File: src/rtl/wb_port_arbiter.sv
// Write-back arbiter for the integer register file: round-robin between the ALU and load
// paths onto the single write port, plus a busy scoreboard that drives the decode stall.
module wb_port_arbiter #(
  parameter int REG_ADDR_WIDTH = 5,
  parameter int REG_DATA_WIDTH = 64,
  parameter int REG_COUNT      = 32
) (
  input  logic                      clk,
  input  logic                      reset,
  input  logic                      alu_valid,
  input  logic [REG_ADDR_WIDTH-1:0] alu_rd,
  input  logic [REG_DATA_WIDTH-1:0] alu_data,
  output logic                      alu_ready,
  input  logic                      mem_valid,
  input  logic [REG_ADDR_WIDTH-1:0] mem_rd,
  input  logic [REG_DATA_WIDTH-1:0] mem_data,
  output logic                      mem_ready,
  input  logic                      issue_valid,
  input  logic [REG_ADDR_WIDTH-1:0] issue_rd,
  input  logic [REG_ADDR_WIDTH-1:0] rs1_addr,
  input  logic [REG_ADDR_WIDTH-1:0] rs2_addr,
  output logic                      hazard,
  output logic                      RegWrite,
  output logic [REG_ADDR_WIDTH-1:0] write_reg_addr,
  output logic [REG_DATA_WIDTH-1:0] write_reg_data
);

  localparam logic GRANT_ALU = 1'b0;
  localparam logic GRANT_MEM = 1'b1;

  logic                      last_grant;
  logic                      xfer_p0;
  logic [REG_ADDR_WIDTH-1:0] rd_p0;
  logic [REG_DATA_WIDTH-1:0] data_p0;
  logic [REG_COUNT-1:0]      busy;
  logic [REG_COUNT-1:0]      busy_next;

  // Scoreboard lookup; x0 and indices beyond REG_COUNT never report busy.
  function automatic logic busy_at(input logic [REG_COUNT-1:0] bits,
                                   input logic [REG_ADDR_WIDTH-1:0] addr);
    logic hit;
    hit = 1'b0;
    for (int i = 1; i < REG_COUNT; i++) begin
      if (addr == REG_ADDR_WIDTH'(i)) hit = bits[i];
    end
    return hit;
  endfunction

  // Stage p0: arbitration. On a tie the requester not granted most recently wins.
  always_comb begin
    alu_ready = alu_valid && (!mem_valid || (last_grant == GRANT_MEM));
    mem_ready = mem_valid && (!alu_valid || (last_grant == GRANT_ALU));
    xfer_p0   = alu_ready || mem_ready;
    rd_p0     = alu_ready ? alu_rd   : mem_rd;
    data_p0   = alu_ready ? alu_data : mem_data;
  end

  always_ff @(posedge clk or posedge reset) begin
    if (reset) begin
      last_grant <= GRANT_MEM;
    end else if (xfer_p0) begin
      last_grant <= alu_ready ? GRANT_ALU : GRANT_MEM;
    end
  end

  // Stage p1: registered write port. A transfer to x0 handshakes but never writes.
  always_ff @(posedge clk or posedge reset) begin
    if (reset) begin
      RegWrite       <= 1'b0;
      write_reg_addr <= '0;
      write_reg_data <= '0;
    end else begin
      RegWrite <= xfer_p0 && (rd_p0 != '0);
      if (xfer_p0) begin
        write_reg_addr <= rd_p0;
        write_reg_data <= data_p0;
      end
    end
  end

  // Clear on commit first, then apply the new issue so a newer in-flight writer wins.
  always_comb begin
    busy_next = busy;
    for (int i = 1; i < REG_COUNT; i++) begin
      if (RegWrite && (write_reg_addr == REG_ADDR_WIDTH'(i))) busy_next[i] = 1'b0;
      if (issue_valid && (issue_rd == REG_ADDR_WIDTH'(i)))    busy_next[i] = 1'b1;
    end
    busy_next[0] = 1'b0;
  end

  always_ff @(posedge clk or posedge reset) begin
    if (reset) begin
      busy <= '0;
    end else begin
      busy <= busy_next;
    end
  end

  assign hazard = busy_at(busy, rs1_addr) || busy_at(busy, rs2_addr);

endmodule

File: config.mk
export PLATFORM = sky130hd
export DESIGN_NAME = wb_port_arbiter
export DESIGN_NICKNAME = d
export VERILOG_FILES = /design/src/rtl/wb_port_arbiter.sv
export SDC_FILE = /design/constraint.sdc
export NUM_CORES = 1
export LEC_CHECK = 0
export ABC_CLOCK_PERIOD_IN_PS = 4900
export CAP_MARGIN = 10
export CORE_MARGIN = 10
export CORE_UTILIZATION = 33
export DETAILED_ROUTE_END_ITERATION = 16
export HOLD_SLACK_MARGIN = 0.1
export PLACE_DENSITY = 0.71
export SLEW_MARGIN = 30
export SYNTH_ARGS = -nofsm -noshare
export SYNTH_HDL_FRONTEND = slang
export SYNTH_SLANG_ARGS = --single-unit
File: constraint.sdc
create_clock -name clk -period 4.9 [get_ports clk]
set_input_delay 0.49 -clock clk [delete_from_list [all_inputs] [get_ports clk]]
set_output_delay 0.49 -clock clk [all_outputs]
set_load 0.05 [all_outputs]
==> impl_results.md <==
* Status: finished clean
* Net Count, Synth at 893
* Layout cell share with drive strength beyond 1 at 0.0418
* Number of global-route vias before repair at 6299
* Post-route DRC at 0
* Cts repair resizes at 0
* Tmin final at 4.02 ns
* Area delta synth->final at 46.0%
* Die Span Y at 154 um
* Post-Syn Instances at 735
* Layout Skew at 0.0119 ns
* Num Clock Sinks at 102
* Critical path startpoint: rs1_addr[0]
* Final Max Slew Viols at 0
* Worst R2R Path Depth at 5
* Avg Vias per Cell at 5.53
* Fin. Hold Viols at 0
* Worst r2r src: last_grant$_DFFE_PP1P_
* CP peak stage delay at 0.87 ns
* Num CTS Buffers at 9
* Setup_tns at 0 ns
* Nets@finish at 1086
* RSZ-0062 raised after global routing: no
* Critical Path RT at 4.41 ns
* Setup bufs post-CTS at 0
* CP Capture Point: hazard
* HPWL after detailed placement at 17200 um
* MaxCap Viol Count at 0
* Hold Path Stages at 4
* Largest net degree at the start of global routing at 116
* Hold Crit Start: mem_valid
* Sequential-to-total area share from yosys stat at 0.429
* Netlist Area Pre-Place at 5950 um2
* Top FF cell, synth: dfrtp_1
* H-tree depth at 3
* Pre-Repair DR Iteration Count at 5
* Final worst-path cycle share at 0.820
* Core area at 17800 um2
* Number of flops mapped to enable cells by yosys at 0
* Yosys warns at 0
* Fin cells at 1164
* Initial antenna violation count at 4
* Hold_buf cts at 0
* Longest Clk Path Bufs at 2
* Peak Freq at 0.249 GHz
* Mapped Avg Cell Area at 8.10 um2
* WP buf/inv at 2
* WS Path Type: in -> out
* I/O Buffers at 230
* Slew Limit Headroom at 0.437
* Via count at 6435
* Cell Count Post-Placement at 1146
* Crit-path max FO at 17
* Asr flop ratio synth at 1.00
* Stages on the worst setup path at 8
* Slew @ Worst Pin at 0.844 ns
* CTS root buf: clkbuf_16
* Total track usage at 0.186
* VDD IR max at 0.206 mV
* Crit path top cell by count: clkdlybuf4s50_1
* Yosys reg bits at 102
* PwrDens at 376 nW/um2
* CP endpoint kind: output port
* Worst hold path class: in -> reg
* Clock Latency Late Sink at 0.35 ns
* Clk slew on worst S/H paths at 0.07 ns
* DRT iter0 DRCs at 474
* Critical-path top delay cell: clkdlybuf4s50_1
* Library cells used by synthesis at 52
* DRT Wirelength at 23300 um
* P_leak at 3.48 nW
* Global route overflow at 0
* Ports at 231
* Full die area at 23800 um2
* Cell Chain, Critical Path: clkdlybuf4s50_1 > nand2b_1 > o221ai_1 > a2111oi_2 > nor3_1 > a211o_1 > nand4_1 > clkdlybuf4s50_1
* Global-route wire length before repair at 35600 um
* Wire per inst at 20.0 um
* CTS tree: done
* Gpl congestion at 0.939
* Final setup violating endpoints at 0
* Row Count at 49
* Largest delay contributor family on the critical path: buffers and inverters
* Reg2Reg Setup Slack at 3.05 ns
* Antenna Nets Post-Route at 0
* Crit path DAT at 3.53 ns
* Reg-to-Reg End: write_reg_data[36]$_DFFE_PP0P_
* Die Wd at 154 um
* Initial Utilization at 0.334
* CP Launch Type: primary input
## layout make-up
type                    count  area, um2
fillers                  1668       9150
multi-input cells         502       2890
flip-flops and latches    102       2550
repair buffers            238       2360
well taps                 229        287
inverters                  75        284
clock buffers              10        239
clock inverters             6       75.1
diodes                      2       5.00
## worst reg2reg max path: cells and delay by family, from the launching register on
family	cells	cell delay [ns]
flops	1	0.54
simple gates	2	0.22
buf+inv	1	0.60
compound gates	2	0.42
## flip-flops by register name, indices dropped and copies added, names as in the netlist
register and count:
busy 31, RegWrite 1, write_reg_addr 5, last_grant 1, write_reg_data 64
## Yosys cell counts, types with 4 or more instances
library cell / instances / share of area
a211oi_1: 4 / 0.0050
a21oi_1: 80 / 0.067
a31oi_1: 68 / 0.071
buf_1: 9 / 0.0057
buf_2: 8 / 0.0067
clkbuf_1: 37 / 0.023
dfrtp_1: 101 / 0.42
inv_1: 74 / 0.047
mux2_2: 7 / 0.013
mux2i_1: 15 / 0.025
nand2_1: 24 / 0.015
nand2b_1: 8 / 0.0084
nand3_1: 9 / 0.0076
nand4_1: 4 / 0.0042
nor2_1: 79 / 0.050
nor2b_1: 12 / 0.013
nor3_1: 5 / 0.0042
o211ai_1: 8 / 0.010
o21ai_0: 70 / 0.059
o22ai_1: 65 / 0.068
## power by group
part | switching (mW) | total (mW) | internal [mW]
clock | 0.352 | 0.771 | 0.419
combinational | 0.719 | 1.20 | 0.481
sequential | 0.245 | 1.29 | 1.05
## worst min path at each step
stage / slack, ns / end
final: 0.54 / write_reg_addr[4]$_DFFE_PP0P_
after global routing: 0.57 / write_reg_addr[4]$_DFFE_PP0P_
after CTS: 0.53 / write_reg_addr[4]$_DFFE_PP0P_
after detailed placement: 0.56 / busy[14]$_DFFE_PP0P_
after global placement: 0.55 / busy[14]$_DFFE_PP0P_
after floorplan: 0.48 / busy[23]$_DFFE_PP0P_
## cells in the final DEF, fill, tap and decap left out, types with 4 or more instances in the layout
master / synthesis / final
o211ai_1: 8 / 8
nand2b_1: 8 / 8
inv_1: 74 / 73
buf_4: 0 / 7
nand4_1: 4 / 4
dfrtp_1: 101 / 101
nand3_1: 9 / 9
nor3_1: 5 / 5
mux2_2: 7 / 7
mux2i_1: 15 / 15
a21oi_1: 80 / 80
clkdlybuf4s50_1: 0 / 228
o21ai_0: 70 / 70
a211oi_1: 4 / 4
nor2b_1: 12 / 12
clkbuf_16: 0 / 9
nand2_1: 24 / 23
nor2_1: 79 / 79
a31oi_1: 68 / 68
o22ai_1: 65 / 65
## routing by layer
metal / wire length, um / track usage
met2: 10900 / 0.297
met4: 821 / 0.0805
met1: 8810 / 0.208
met3: 2720 / 0.0868
met5: 31 / 0
## stage by stage
stage | instance area [um2] | setup WS, ns | util | power [mW] | hold WS [ns]
3_5_place_dp | 8370 | 0.920 | 0.469 | 2.49 | 0.564
2_1_floorplan | 5950 | 1.74 | - | 1.95 | 0.481
6_report | 8690 | 0.883 | 0.487 | 3.27 | 0.536
3_3_place_gp | 8370 | 0.931 | 0.469 | 2.49 | 0.549
5_1_grt | 8690 | 0.756 | 0.487 | 3.43 | 0.569
4_1_cts | 8680 | 0.904 | 0.487 | 3.27 | 0.527
## cells by family after synthesis
kind of cell	share of synthesized area
buffers and inverters	0.0868
flip-flops	0.429
multiplexers	0.0404
AO/OA/AOI/OAI	0.316
AND/OR/NAND/NOR	0.128
(Power assumes the default switching activity.)
